### config.mk
export PLATFORM = sky130hd
export DESIGN_NAME = pipelined_adder_flat
export DESIGN_NICKNAME = d
export VERILOG_FILES = /design/src/rtl/pipelined_adder_if.sv /design/src/rtl/pipelined_adder.sv /design/src/flat_wrapper.sv
export SDC_FILE = /design/constraint.sdc
export NUM_CORES = 1
export LEC_CHECK = 0
export ABC_AREA = 1
export CORE_UTILIZATION = 60
export DETAILED_ROUTE_END_ITERATION = 10
export DONT_BUFFER_PORTS = 1
export PLACE_DENSITY = 0.76
export SETUP_SLACK_MARGIN = 0.15
export SLEW_MARGIN = 20
export SYNTH_ARGS = -nofsm -noshare
export SYNTH_HDL_FRONTEND = slang
export SYNTH_SLANG_ARGS = --single-unit
### constraint.sdc
create_clock -name clk -period 2.4 [get_ports clk]
set_clock_uncertainty 0.15 [all_clocks]
set_input_delay 0.24 -clock clk [delete_from_list [all_inputs] [get_ports clk]]
set_output_delay 0.24 -clock clk [all_outputs]
set_load 0.05 [all_outputs]
### src/rtl/pipelined_adder_if.sv
// Streaming operand/result bundle for pipelined_adder: valid/ready on the operand
// side, valid/ready on the result side. The adder takes the slave modport.
interface pipelined_adder_if #(
    parameter int WIDTH = 16
);
    logic             in_valid;
    logic             in_ready;
    logic [WIDTH-1:0] a;
    logic [WIDTH-1:0] b;
    logic             cin;
    logic             sub;
    logic             out_valid;
    logic             out_ready;
    logic [WIDTH-1:0] sum;
    logic             cout;
    logic             ovf;

    modport master (
        output in_valid, a, b, cin, sub, out_ready,
        input  in_ready, out_valid, sum, cout, ovf
    );

    modport slave (
        input  in_valid, a, b, cin, sub, out_ready,
        output in_ready, out_valid, sum, cout, ovf
    );
endinterface

### src/rtl/pipelined_adder.sv
// Pipelined add/subtract with the carry chain split into STAGES chunks and a global stall.
// Optional macro PIPELINED_ADDER_SAT_EN clamps overflowing results to the signed limit.
module pipelined_adder #(
    parameter int WIDTH  = 16,
    parameter int STAGES = 4
) (
    input  logic               clk,
    input  logic               rst,
    pipelined_adder_if.slave   bus
);
    localparam int C = WIDTH / STAGES;

    logic                advance;

    // Level k holds operands plus chunks [0, k) already summed; level 0 is the capture register.
    logic [STAGES-1:0]   vld;
    logic [STAGES-1:0]   cy_q;
    logic [WIDTH-1:0]    a_q   [STAGES];
    logic [WIDTH-1:0]    b_q   [STAGES];
    logic [WIDTH-1:0]    sum_q [STAGES];

    logic [C:0]          add_res [STAGES];
    logic [WIDTH-1:0]    sum_nxt [STAGES];
    logic [WIDTH-1:0]    sum_fin;
    logic                ovf_nxt;

    logic                out_vld;
    logic [WIDTH-1:0]    sum_o;
    logic                cout_o;
    logic                ovf_o;

    assign advance       = !out_vld || bus.out_ready;
    assign bus.in_ready  = advance;
    assign bus.out_valid = out_vld;
    assign bus.sum       = sum_o;
    assign bus.cout      = cout_o;
    assign bus.ovf       = ovf_o;

    always_comb begin
        for (int k = 0; k < STAGES; k++) begin
            add_res[k] = {1'b0, a_q[k][k*C +: C]}
                       + {1'b0, b_q[k][k*C +: C]}
                       + {{C{1'b0}}, cy_q[k]};
            sum_nxt[k] = sum_q[k];
            sum_nxt[k][k*C +: C] = add_res[k][C-1:0];
        end
    end

    always_comb begin
        ovf_nxt = (a_q[STAGES-1][WIDTH-1] == b_q[STAGES-1][WIDTH-1])
               && (sum_nxt[STAGES-1][WIDTH-1] != a_q[STAGES-1][WIDTH-1]);
        sum_fin = sum_nxt[STAGES-1];
`ifdef PIPELINED_ADDER_SAT_EN
        // Both operands share the sign of a, so a's sign tells which rail was crossed.
        if (ovf_nxt) begin
            sum_fin = a_q[STAGES-1][WIDTH-1] ? {1'b1, {(WIDTH-1){1'b0}}}
                                             : {1'b0, {(WIDTH-1){1'b1}}};
        end
`endif
    end

    always_ff @(posedge clk) begin
        if (rst) begin
            vld     <= '0;
            out_vld <= 1'b0;
            sum_o   <= '0;
            cout_o  <= 1'b0;
            ovf_o   <= 1'b0;
        end else if (advance) begin
            vld[0] <= bus.in_valid;
            for (int k = 1; k < STAGES; k++) begin
                vld[k] <= vld[k-1];
            end
            out_vld <= vld[STAGES-1];
            sum_o   <= sum_fin;
            cout_o  <= add_res[STAGES-1][C];
            ovf_o   <= ovf_nxt;
        end
    end

    // Datapath carries no reset; validity is tracked entirely by vld/out_vld.
    always_ff @(posedge clk) begin
        if (advance) begin
            a_q[0]   <= bus.a;
            b_q[0]   <= bus.sub ? ~bus.b : bus.b;
            cy_q[0]  <= bus.sub ^ bus.cin;
            sum_q[0] <= '0;
            for (int k = 1; k < STAGES; k++) begin
                a_q[k]   <= a_q[k-1];
                b_q[k]   <= b_q[k-1];
                sum_q[k] <= sum_nxt[k-1];
                cy_q[k]  <= add_res[k-1][C];
            end
        end
    end
endmodule

### src/flat_wrapper.sv
// flat-port wrapper written by rule: the top's interface ports become plain ports
module pipelined_adder_flat 
#(
    parameter int WIDTH  = 16,
    parameter int STAGES = 4
)
  (clk, rst, bus_in_valid, bus_a, bus_b, bus_cin, bus_sub, bus_out_ready, bus_in_ready, bus_out_valid, bus_sum, bus_cout, bus_ovf);
  pipelined_adder_if #(.WIDTH(WIDTH)) bus_i ();
  input  logic clk;
  input  logic rst;
  input wire logic [$bits(bus_i.in_valid)-1:0] bus_in_valid;
  input wire logic [$bits(bus_i.a)-1:0] bus_a;
  input wire logic [$bits(bus_i.b)-1:0] bus_b;
  input wire logic [$bits(bus_i.cin)-1:0] bus_cin;
  input wire logic [$bits(bus_i.sub)-1:0] bus_sub;
  input wire logic [$bits(bus_i.out_ready)-1:0] bus_out_ready;
  output wire logic [$bits(bus_i.in_ready)-1:0] bus_in_ready;
  output wire logic [$bits(bus_i.out_valid)-1:0] bus_out_valid;
  output wire logic [$bits(bus_i.sum)-1:0] bus_sum;
  output wire logic [$bits(bus_i.cout)-1:0] bus_cout;
  output wire logic [$bits(bus_i.ovf)-1:0] bus_ovf;
  assign bus_i.in_valid = bus_in_valid;
  assign bus_i.a = bus_a;
  assign bus_i.b = bus_b;
  assign bus_i.cin = bus_cin;
  assign bus_i.sub = bus_sub;
  assign bus_i.out_ready = bus_out_ready;
  assign bus_in_ready = bus_i.in_ready;
  assign bus_out_valid = bus_i.out_valid;
  assign bus_sum = bus_i.sum;
  assign bus_cout = bus_i.cout;
  assign bus_ovf = bus_i.ovf;
  pipelined_adder #(.WIDTH(WIDTH), .STAGES(STAGES)) u_core (.clk(clk), .rst(rst), .bus(bus_i));
endmodule
==> impl_metrics.yaml <==
floorplan:
  initial_core_util_pct: 62.13
  fp.dieW_um: 91.45
  die_area_um2: 8363
  core_region_area_um2: 7727
  io_pins: 58
  die_height_um: 91.45
  rows: 32
clocking:
  cts_num_sinks: 131
  clkLatencyLatePin_ns: 0.52
  cts_max_path_buffers: 2
  cts_tree: "done"
  post_cts_buffers: 0
  cts-buffers-inserted: 17
  path_clk_slew_ns: 0.06
  clockRootBuffer: "clkbuf_8"
  cts.htree.levels: 4
worst_setup_path:
  path_cells: "fa_2 > nand2_1 > nand2_1 > nand3_1 > nand3_1 > a21oi_1 > dlygate4sd3_1"
  path_buf_inv: 1
  worstSetupEndpointType: "register"
  start_kind: "register"
  r2r_setup_slack_ns: 0.37
  crit_family: "buffers and inverters"
  cp_data_required_time_ns: 2.70
  worstPathArrival_ns: 2.33
  slowest_delay_ns: 0.56
  cp_slowest_cell: "dlygate4sd3_1"
  cp_max_fo: 3
  crit_type: "register to register"
logic_synthesis:
  yosysSeqAreaShare_pct: 77.14
  synth_seq_cells: 131
  yosysTopAreaCell: "edfxtp_1"
  ys_warn_count: 0
  synth_nets: 363
  netlist_top_cells_area: "edfxtp_1, dfxtp_1, xor2_1"
  synthesis.instances: 305
  synth_top_area_share_pct: 67.55
  synth_cell_types: 19
  syn_area_um2: 4801
  avgSynthCellArea_um2: 15.74
power_and_ir_drop:
  irDropWorstVdd_mv: 0.8007
  static-leakage-power_nw: 2.475
  power_density_nw_per_um2: 1052
timing:
  setup_viol: 0
  timing.hold.ws_ns: 0.1914
  final-hold-violation-count: 0
  relSlewSlack_pct: 64.02
  fin_crit_ns: 2.027
  rsz0062_at_grt: "false"
  tightestPinTransition_ns: 0.5389
  slew_viol_final: 0
  post-route-period-util_pct: 84.46
  clock.fmax_ghz: 0.4933
  fin_setup_tns_ns: 0
route:
  wl_per_cell_um: 15.27
  vias_per_cell: 4.992
  drc: 0
  vias: 2436
  ant_nets: 0
  drt-total-wl_um: 7451
  dr.pass1.iters: 4
  drt_iter0_markers: 150
layout:
  drive_gt1_share_pct: 9.067
  layout.nets: 433
  mostFrequentLayoutCell: "edfxtp_1"
  num_antenna_cells: 0
  area_delta_synth_final_pct: 26.82
  final_cell_mix: "edfxtp_1, dlygate4sd3_1, nor2_1"
  stdcell_count: 488
placed_design:
  io_buffers: 0
  place.gp.congestion: 0.7892
  place_inst: 404
  post-dp-hpwl_um: 3648
status:
  outcome: "finished clean"
grt:
  antenna_found_initial: 0
  overflow: 0
  grt_start_max_net_pins: 49
  grt_pass1_vias: 2552
  grt_usage_pct: 20.30
  grt_pass1_wl_um: 12010
flow_run:
  maxCapViolCount: 0
min_path:
  hold_class: "input port to register"
-- cells in the mapped netlist, drive strengths merged --
cell type / number
a21oi: 11
buf: 7
clkbuf: 1
dfxtp: 23
edfxtp: 108
fa: 8
ha: 12
inv: 23
nand2: 13
nand3: 11
nor2: 41
o21ai: 23
xnor2: 1
xor2: 23
-- per-layer routing --
| layer | part of all wire (%) | global-route usage (%) |
|---|---|---|
| met1 | 42 | 22.27 |
| met3 | 5.0 | 7.873 |
| met2 | 51 | 33.77 |
| met4 | 2.1 | 11.24 |
| met5 | 0 | 0 |
-- power by group --
group          internal (mW)  switching (mW)  total [mW]  leakage [nW]
Sequential              2.89           0.379        3.27          1.33
Clock                   1.77           0.891        2.66         0.295
Combinational          0.237           0.237       0.474         0.846
Total                   4.90            1.51        6.40          2.47
-- layout make-up --
| cell class | count | area, um^2 |
|---|---|---|
| clock buffer | 18 | 417.9 |
| clock inverter | 12 | 188.9 |
| fill | 420 | 1639 |
| inverter | 23 | 88.84 |
| multi-input combinational | 143 | 958.4 |
| sequential | 131 | 3704 |
| tap | 102 | 127.6 |
| timing repair buffer | 59 | 603.1 |
-- logic make-up (layout without fill, tap and decap cells) --
group | count (synthesis) | count (layout) | synth area share [%]
AOI/OAI and AO/OA | 34 | 34 | 3.544
xor gates and xnor gates | 24 | 24 | 4.378
adders and majority gates | 20 | 20 | 6.463
buffers and inverters | 31 | 112 | 2.945
DFF | 131 | 131 | 77.14
and+or+nand+nor | 65 | 65 | 5.525
-- sequential cells by signal, indices dropped and copies added (netlist names) --
register and count:
u_core.bus.ovf 1, u_core.bus.sum 16, u_core.vld 4, u_core.cy_q 4, u_core.bus.cout 1, u_core.b_q 40, u_core.bus.out_valid 1, u_core.sum_q 24
u_core.a_q 40
-- path summary, 6_finish.rpt --
path	startpoint	end	cells after the start
worst max-delay path	u_core.cy_q[3]	u_core.bus.ovf	7
worst min-delay path	bus_a[13]	u_core.a_q[0][13]	1
worst max register to register	u_core.cy_q[3]	u_core.bus.ovf	7
worst min register to register	u_core.sum_q[2][1]	u_core.sum_q[3][1]	0
-- through the flow --
step,cell area (um^2),setup slack (ns),util (%),total power [mW]
CTS,6086,0.3261,78.76,6.384
global route,6088,0.2047,78.79,6.641
global placement,4938,0.6038,63.91,3.632
detailed placement,4938,0.5511,63.91,3.673
floorplan,4801,0.4548,-,3.557
finish,6088,0.3728,78.79,6.405
-- timing repair --
action / in CTS / in global routing
gates resized for setup: 0 / 1
endpoints found under the hold margin: 49 / 0
setup endpoints to repair: 0 / 1
hold buffers: 54 / 0
No activity file was read; power rests on OpenSTA's default activity.
